### config.mk
export PLATFORM = sky130hd
export DESIGN_NAME = sleep_cycle_controller
export DESIGN_NICKNAME = d
export VERILOG_FILES = /design/src/rtl/sleep_cycle_controller.sv
export SDC_FILE = /design/constraint.sdc
export NUM_CORES = 1
export LEC_CHECK = 0
export CORE_ASPECT_RATIO = 0.9
export CORE_MARGIN = 3
export CORE_UTILIZATION = 49
export CTS_CLUSTER_SIZE = 12
export DETAILED_ROUTE_END_ITERATION = 7
export GPL_TIMING_DRIVEN = 0
export PLACE_DENSITY = 0.88
export SYNTH_ARGS = -nofsm -noshare
export SYNTH_HDL_FRONTEND = slang
export SYNTH_SLANG_ARGS = --single-unit
### constraint.sdc
create_clock -name clk -period 2.4 [get_ports clk]
set_input_delay 0.36 -clock clk [delete_from_list [all_inputs] [get_ports clk]]
set_output_delay 0.36 -clock clk [all_outputs]
set_load 0.05 [all_outputs]
### src/rtl/sleep_cycle_controller.sv
// Sleep/wake sequencer: AWAKE -> DROWSY -> SLEEP_LIGHT -> SLEEP_DEEP -> WAKING, driving energy recovery requests.
// Optional build macro SLEEP_DISTURB_FILTER_EN adds a consecutive-tick disturbance filter.
module sleep_cycle_controller #(
    parameter int DROWSY_TICKS   = 4,
    parameter int LIGHT_TICKS    = 8,
    parameter int DEEP_MIN_TICKS = 16,
    parameter int WAKE_TICKS     = 2,
    parameter int DISTURB_TICKS  = 3,
    parameter int CNT_W          = 6
) (
    input  logic       clk,
    input  logic       rst,
    input  logic       tick,
    input  logic [1:0] vital_energy_level,
    input  logic       vital_energy_zero,
    input  logic       disturb,
    output logic       drowsy,
    output logic       sleeping,
    output logic       deep_sleep,
    output logic       energy_recover,
    output logic       energy_recover_fast,
    output logic       wake_event,
    output logic [2:0] state
);

    typedef enum logic [2:0] {
        AWAKE       = 3'd0,
        DROWSY      = 3'd1,
        SLEEP_LIGHT = 3'd2,
        SLEEP_DEEP  = 3'd3,
        WAKING      = 3'd4
    } state_t;

    localparam logic [CNT_W-1:0] DROWSY_LAST = CNT_W'(DROWSY_TICKS - 1);
    localparam logic [CNT_W-1:0] LIGHT_LAST  = CNT_W'(LIGHT_TICKS - 1);
    localparam logic [CNT_W-1:0] DEEP_LAST   = CNT_W'(DEEP_MIN_TICKS - 1);
    localparam logic [CNT_W-1:0] WAKE_LAST   = CNT_W'(WAKE_TICKS - 1);

    state_t           state_q;
    state_t           state_d;
    logic [CNT_W-1:0] cnt_q;
    logic [CNT_W-1:0] cnt_d;
    logic             cnt_hold;
    logic             wake_d;
    logic             dist_q;
    logic             state_change;

    function automatic logic [CNT_W-1:0] sat_inc_cnt(input logic [CNT_W-1:0] v);
        return (v == '1) ? v : v + 1'b1;
    endfunction

    assign state_change = (state_d != state_q);

`ifdef SLEEP_DISTURB_FILTER_EN
    localparam int                FILT_W   = $clog2(DISTURB_TICKS + 1);
    localparam logic [FILT_W-1:0] FILT_MAX = FILT_W'(DISTURB_TICKS);

    logic [FILT_W-1:0] filt_q;
    logic [FILT_W-1:0] filt_d;
    logic [FILT_W-1:0] filt_next;

    function automatic logic [FILT_W-1:0] sat_inc_filt(input logic [FILT_W-1:0] v);
        return (v >= FILT_MAX) ? FILT_MAX : v + 1'b1;
    endfunction

    // Count of consecutive disturbed ticks; a single quiet tick resets it.
    assign filt_next = disturb ? sat_inc_filt(filt_q) : '0;
    assign dist_q    = disturb && (filt_next == FILT_MAX);

    always_comb begin
        filt_d = filt_q;
        if (state_change) begin
            filt_d = '0;
        end else if (tick) begin
            filt_d = filt_next;
        end
    end

    always_ff @(posedge clk) begin
        if (rst) begin
            filt_q <= '0;
        end else begin
            filt_q <= filt_d;
        end
    end
`else
    logic unused_filter_cfg;

    // Without the filter a single disturbed tick counts.
    assign dist_q            = disturb;
    assign unused_filter_cfg = (DISTURB_TICKS > 0);
`endif

    // Next-state selection; only evaluated on tick except for illegal codes.
    always_comb begin
        state_d  = state_q;
        cnt_hold = 1'b0;
        wake_d   = 1'b0;
        case (state_q)
            AWAKE: begin
                if (tick) begin
                    if (vital_energy_zero) begin
                        state_d = SLEEP_LIGHT;
                    end else if (vital_energy_level == 2'd0) begin
                        state_d = DROWSY;
                    end
                end
            end
            DROWSY: begin
                if (tick) begin
                    if (vital_energy_level >= 2'd2) begin
                        state_d = AWAKE;
                    end else if (disturb) begin
                        cnt_hold = 1'b1;
                    end else if (cnt_q == DROWSY_LAST) begin
                        state_d = SLEEP_LIGHT;
                    end
                end
            end
            SLEEP_LIGHT: begin
                if (tick) begin
                    if (dist_q) begin
                        state_d = WAKING;
                    end else if (cnt_q == LIGHT_LAST) begin
                        state_d = SLEEP_DEEP;
                    end
                end
            end
            SLEEP_DEEP: begin
                if (tick) begin
                    if (dist_q) begin
                        state_d = SLEEP_LIGHT;
                    end else if ((vital_energy_level == 2'd3) && (cnt_q >= DEEP_LAST)) begin
                        state_d = WAKING;
                    end
                end
            end
            WAKING: begin
                if (tick && (cnt_q == WAKE_LAST)) begin
                    state_d = AWAKE;
                    wake_d  = 1'b1;
                end
            end
            default: begin
                state_d = AWAKE;
            end
        endcase
    end

    always_comb begin
        cnt_d = cnt_q;
        if (state_change) begin
            cnt_d = '0;
        end else if (tick) begin
            cnt_d = cnt_hold ? '0 : sat_inc_cnt(cnt_q);
        end
    end

    always_ff @(posedge clk) begin
        if (rst) begin
            state_q    <= AWAKE;
            cnt_q      <= '0;
            wake_event <= 1'b0;
        end else begin
            state_q    <= state_d;
            cnt_q      <= cnt_d;
            wake_event <= wake_d;
        end
    end

    assign state               = state_q;
    assign drowsy              = (state_q == DROWSY);
    assign sleeping            = (state_q == SLEEP_LIGHT) || (state_q == SLEEP_DEEP);
    assign deep_sleep          = (state_q == SLEEP_DEEP);
    assign energy_recover      = sleeping;
    assign energy_recover_fast = deep_sleep;

endmodule

### Word-level counts from Yosys, hierarchy flattened

Index checks and enable logic that the tools add are counted.

| operators by class | value |
|---|---|
| add/subtract/negate cells | 1 |
| order comparisons | 2 |
| equality and inequality tests | 11 |
| multiplexer cells | 22 |
| bitwise gates (word level) | 1 |
| reduce and logical (&&, ||, !) cells | 8 |

Operators with widths:

| kind | number |
|---|---|
| 2-to-1 mux 3 bit | 14 |
| case mux 3 bit (5 select lines) | 1 |
| 2-to-1 mux 6 bit | 2 |
| adder 6 x 1 -> 6 bit (second input constant) | 1 |
| == test 3 x 2 -> 1 bit (second input constant) | 2 |
| == test 6 x 1 -> 1 bit (second input constant) | 1 |
| == test 6 x 2 -> 1 bit (second input constant) | 1 |
| == test 6 x 3 -> 1 bit (second input constant) | 1 |
| == test 6 bit (second input constant) | 1 |
| >= comparator 6 x 4 -> 1 bit (second input constant) | 1 |
| 2-to-1 mux 1 bit | 5 |
| OR reduction 2 bit | 2 |
| == test 3 x 1 -> 1 bit (second input constant) | 1 |
| == test 3 bit (second input constant) | 1 |
| logical NOT 3 bit | 1 |
| inequality test 3 bit | 1 |
| == test 2 bit (second input constant) | 1 |
| >= comparator 2 bit (second input constant) | 1 |
| logical AND 1 bit | 2 |
| logical NOT 2 bit | 1 |
| inequality test 2 bit (second input constant) | 1 |
| AND reduction 2 bit | 1 |
| logical OR 1 bit | 1 |
| inverter 1 bit | 1 |

| word-level totals | value |
|---|---|
| register bits after elaboration | 10 |
| bits of input ports | 7 |
| output and inout bits | 9 |
| logic and storage cells | 48 |

### Longest topological paths before layout

| logic depth | value |
|---|---|
| depth after elaboration | 8 |
| mapped depth | 6 |
| depth with buffers taken out | 6 |

### Least setup slack after synthesis

OpenSTA, ideal clock, no wires.

| path | value |
|---|---|
| kind | register -> register |
| start | register state_q[1], in the netlist state[1] |
| end | register cnt_q[0] |
| library setup time | 0.117 ns |
| arrival time | 2.431 ns |
| required time | 2.283 ns |
| slack | -0.148 ns |
| stages on the path, launching flop included | 7 |
| buffers on the path | 1 |
| period minus slack after synthesis | 2.548 ns |
| cell sequence | dfxtp_1 -> buf_2 -> nor2b_1 -> nor4b_1 -> o21ai_2 -> nand4_2 -> nor2_1 |

| on the way | value |
|---|---|
| cells in the longest elaborated chain, start to end | 7 |
| elaborated cells on any way between the ends | 26 |
| classes of those cells | eq/ne (6); mux (17); reduce/logical (3) |

RTL lines:

| what | line | source |
|---|---|---|
| from (decl) | 39 | `state_t state_q;` |
| from (signal assigned) | 165 | `state_q <= state_d;` |
| 2-to-1 mux 3 bit | 115 | `end else if (cnt_q == DROWSY_LAST) begin` |
| 2-to-1 mux 3 bit | 113 | `end else if (disturb) begin` |
| 2-to-1 mux 3 bit | 111 | `if (vital_energy_level >= 2'd2) begin` |
| 2-to-1 mux 3 bit | 110 | `if (tick) begin` |
| case mux 3 bit (5 select lines) | 99 | `case (state_q)` |
| inequality test 3 bit | 52 | `assign state_change = (state_d != state_q);` |
| OR reduction 2 bit (no source line) | n/a |  |
| to (signal assigned) | 166 | `cnt_q <= cnt_d;` |
| to (decl) | 41 | `logic [CNT_W-1:0] cnt_q;` |

Several ways; a longest one is shown, not always the timed one.
A chain may end at the register's enable or synchronous reset.

### Worst setup path after layout

| path | value |
|---|---|
| start | register state_q[1], in the netlist state[1] |
| end | output deep_sleep |

| on the way | value |
|---|---|
| cells in the longest elaborated chain, start to end | 1 |

RTL lines:

| what | line | source |
|---|---|---|
| == test 3 x 2 -> 1 bit | 174 | `assign deep_sleep = (state_q == SLEEP_DEEP);` |
| to (decl) | 19 | `output logic deep_sleep,` |

Every way passes these cells.

==> impl_table.tex <==
\begin{tabular}{lr}
\hline
Metric & Value \\
\hline
\multicolumn{2}{l}{\textbf{Status}} \\
\quad Outcome & finished clean \\
\multicolumn{2}{l}{\textbf{Drt}} \\
\quad Router iterations before antenna repair & 4 \\
\quad Met1 Wirelength & 888 um \\
\quad Post-route antenna net violation count & 0 \\
\quad Detailed-route vias per instance & 5.96 \\
\quad DR WL met3 & 134 um \\
\quad DR WL/cell & 15.8 um \\
\quad Sum of met2 wire segment lengths after detailed routing & 1010 um \\
\quad Count of unresolved DRC violations after routing & 0 \\
\quad Via count of the routed design & 793 \\
\quad Number of DRC markers after the initial detailed-route iteration & 23 \\
\quad Routed wire length & 2100 um \\
\quad Highest routed metal layer & met4 \\
\multicolumn{2}{l}{\textbf{Setup path}} \\
\quad Crit-path max cell delay & 820 ps \\
\quad Worst endpoint required time & 2040 ps \\
\quad Largest fanout on the critical path & 10 \\
\quad Worst Setup Start Kind & flop \\
\quad Crit path arrival time & 2000 ps \\
\quad Classification of the worst setup path & reg -> out \\
\quad List of cells traversed by the critical path & buf\_2, and3b\_1, clkdlybuf4s50\_1 \\
\quad Crit end category & output port \\
\quad Critical-path top delay cell & sky130\_fd\_sc\_hd\_\_clkdlybuf4s50\_1 \\
\multicolumn{2}{l}{\textbf{Timing}} \\
\quad Peak Freq & 424 MHz \\
\quad Final worst clock skew & 4.63 ps \\
\quad Hold Vio Cnt, Final & 0 \\
\quad Final WS setup & 42.4 ps \\
\quad Fin Setup TNS & 0 ps \\
\quad Post-route clock period utilization & 0.982 \\
\quad Slew at the pin closest to its max-slew limit & 552 ps \\
\quad Final-report max-slew violation count & 0 \\
\quad Setup violators final & 0 \\
\quad Minimum clock period after layout & 2360 ps \\
\quad Max-slew headroom at the worst pin & 0.631 \\
\quad Worst hold margin & 579 ps \\
\multicolumn{2}{l}{\textbf{Clocking}} \\
\quad Clock Path Buffers & 2 \\
\quad Clock sinks & 10 \\
\quad Clock insertion delay at the later pin of the skew report & 280 ps \\
\quad CTS Buf Count & 3 \\
\quad Clock tree from TritonCTS & done \\
\quad Number of setup buffers added after CTS & 0 \\
\quad CTS H-Tree Depth & 1 \\
\quad Clock-pin slew on the worst setup and hold paths & 80 ps \\
\quad Clk root buf & sky130\_fd\_sc\_hd\_\_clkbuf\_4 \\
\multicolumn{2}{l}{\textbf{Placed design}} \\
\quad Post-DP HPWL & 1520 um \\
\quad Cell area after placement & 967 um\^{}2 \\
\quad I/O Buffers & 15 \\
\quad Placer Congestion & 0.918 \\
\quad Worst setup slack after placement & 143 ps \\
\multicolumn{2}{l}{\textbf{Pwr}} \\
\quad Worst ir drop on vdd & 0.332 mV \\
\quad Pwr Density & 447 mW/mm\^{}2 \\
\quad Static Leakage & 0.391 nW \\
\multicolumn{2}{l}{\textbf{Synth}} \\
\quad Share of the yosys chip area belonging to registers & 0.256 \\
\quad Cells after synthesis & 92 \\
\quad Number of register bits inferred by synthesis & 10 \\
\quad Yosys synthesis warning count & 0 \\
\quad Mapped Nets & 101 \\
\quad Distinct cells, synth & 41 \\
\quad Average footprint of a synthesized cell & 8.50 um\^{}2 \\
\quad Mapped cell area & 782 um\^{}2 \\
\multicolumn{2}{l}{\textbf{GRT}} \\
\quad Pin count of the biggest net entering global routing & 11 \\
\quad First-pass GRT wire length & 3510 um \\
\quad Total global-route track usage & 0.236 \\
\quad Global-route congestion overflow total & 0 \\
\quad Number of global-route vias before repair & 777 \\
\quad Antenna violations before repair & 0 \\
\multicolumn{2}{l}{\textbf{Die}} \\
\quad Initial Util & 0.528 \\
\quad Floorplan die width & 48.1 um \\
\quad Standard-cell row count & 13 \\
\quad Die area & 0.00211 mm\^{}2 \\
\quad Core region area & 0.00148 mm\^{}2 \\
\quad I/O pin total & 16 \\
\quad Die Y & 43.9 um \\
\multicolumn{2}{l}{\textbf{Layout}} \\
\quad Nets@finish & 121 \\
\quad Fraction of layout cells with a size suffix above 1 & 0.207 \\
\quad Leading cell types in the layout, fill and taps excluded & sky130\_fd\_sc\_hd\_\_nor2\_1, sky130\_fd\_sc\_hd\_\_clkdlybuf4s50\_1, sky130\_fd\_sc\_hd\_\_dfxtp\_1 \\
\quad Synthesis-to-layout area growth & 28.8\% \\
\quad Fill cell instance count of the final layout & 122 \\
\quad Final core utilization & 0.680 \\
\quad Finished Cell Area & 0.00101 mm\^{}2 \\
\quad Antenna diode count & 0 \\
\multicolumn{2}{l}{\textbf{Run}} \\
\quad Maxcap violations & 0 \\
\multicolumn{2}{l}{\textbf{Min path}} \\
\quad Path category of the worst min-delay check & reg -> reg \\
\hline
\end{tabular}
==> state kept, by name (all words and copies together), names as in the netlist <==
name and flops:
state 3, wake_event 1, cnt_q 6
==> cells by family (layout without fill, tap and decap cells) <==
kind of cell    Yosys count  count (layout)  share of synthesized area
compound gates           23              23                      0.211
buf+inv                   7              26                     0.0608
fa+ha+maj                 2               2                     0.0320
xor+xnor                  5               5                     0.0560
flops                    10              10                      0.256
simple gates             45              45                      0.384
==> power breakdown <==
part           switching, mW  internal [mW]
registers            0.00556          0.171
clock network         0.0707         0.0924
logic                 0.0652         0.0452
total                  0.142          0.309
==> routing by layer <==
| metal | vias to the layer above | GRT usage |
|---|---|---|
| met4 | 0 | 0.140 |
| met2 | 40 | 0.354 |
| met5 | - | 0 |
| met1 | 367 | 0.291 |
| li1 | 378 | - |
| met3 | 8 | 0.0664 |
==> path summary, 6_finish.rpt <==
path | start | to | slack (ps) | cells after the start
worst max-delay path | state[1]$_SDFF_PP0_ | deep_sleep | 40 | 3
worst min-delay path | cnt_q[1]$_SDFFE_PP0P_ | cnt_q[1]$_SDFFE_PP0P_ | 580 | 2
worst max register to register | cnt_q[0]$_SDFFE_PP0P_ | cnt_q[2]$_SDFFE_PP0P_ | 400 | 6
worst min register to register | cnt_q[1]$_SDFFE_PP0P_ | cnt_q[1]$_SDFFE_PP0P_ | 580 | 2
==> layout make-up <==
cell class | count | area (um^2) | share of cell area
inverter | 1 | 3.75 | 0.00373
sequential | 10 | 200 | 0.199
buffer | 6 | 43.8 | 0.0435
tap | 22 | 27.5 | 0.0273
multi-input combinational | 75 | 542 | 0.538
clock buffer | 4 | 36.3 | 0.0360
timing repair buffer | 15 | 154 | 0.153
==> critical path: cells and delay by family, from the launching register on <==
family / cells / cell delay (ps)
buffers and inverters: 2 / 1080
DFF: 1 / 370
and+or+nand+nor: 1 / 270
==> Yosys cell counts (all sizes together) <==
master	instances	area, um^2
and3b	3	26.3
and2	1	7.51
nor3b	4	35.0
inv	1	3.75
o211ai	1	7.51
a21o	3	26.3
xnor2	4	35.0
a311oi	1	8.76
nor2b	1	6.26
xor2	1	8.76
nand2	4	15.0
nor3	1	5.00
nand4bb	1	11.3
buf	5	38.8
o2111ai	1	8.76
o31ai	1	12.5
clkbuf	1	5.00
a21boi	1	7.51
nand4	1	12.5
a21oi	7	35.0
or4b	2	23.8
nand3	6	30.0
nand3b	3	22.5
a211oi	1	12.5
nand2b	2	12.5
dfxtp	10	200
o21ai	5	28.8
a41oi	1	8.76
ha	2	25.0
a31o	1	8.76
nor2	12	45.0
or3b	1	8.76
and3	1	6.26
nor4b	2	32.5
==> per-stage QoR <==
stage / cells / power [mW]
after CTS: 133 / 0.450
after global placement: 129 / 0.287
after floorplan: 92 / 0.252
final: 133 / 0.450
after global routing: 133 / 0.463
after detailed placement: 129 / 0.290
==> timing repair <==
| item | 4_1_cts | 5_1_grt |
|---|---|---|
| hold buffers | 0 | 0 |
| resized for setup | 1 | 2 |
| pin swaps | 0 | 0 |
| endpoints found under the setup margin | 1 | 2 |
Note: power is estimated with default switching activity, not from simulation.
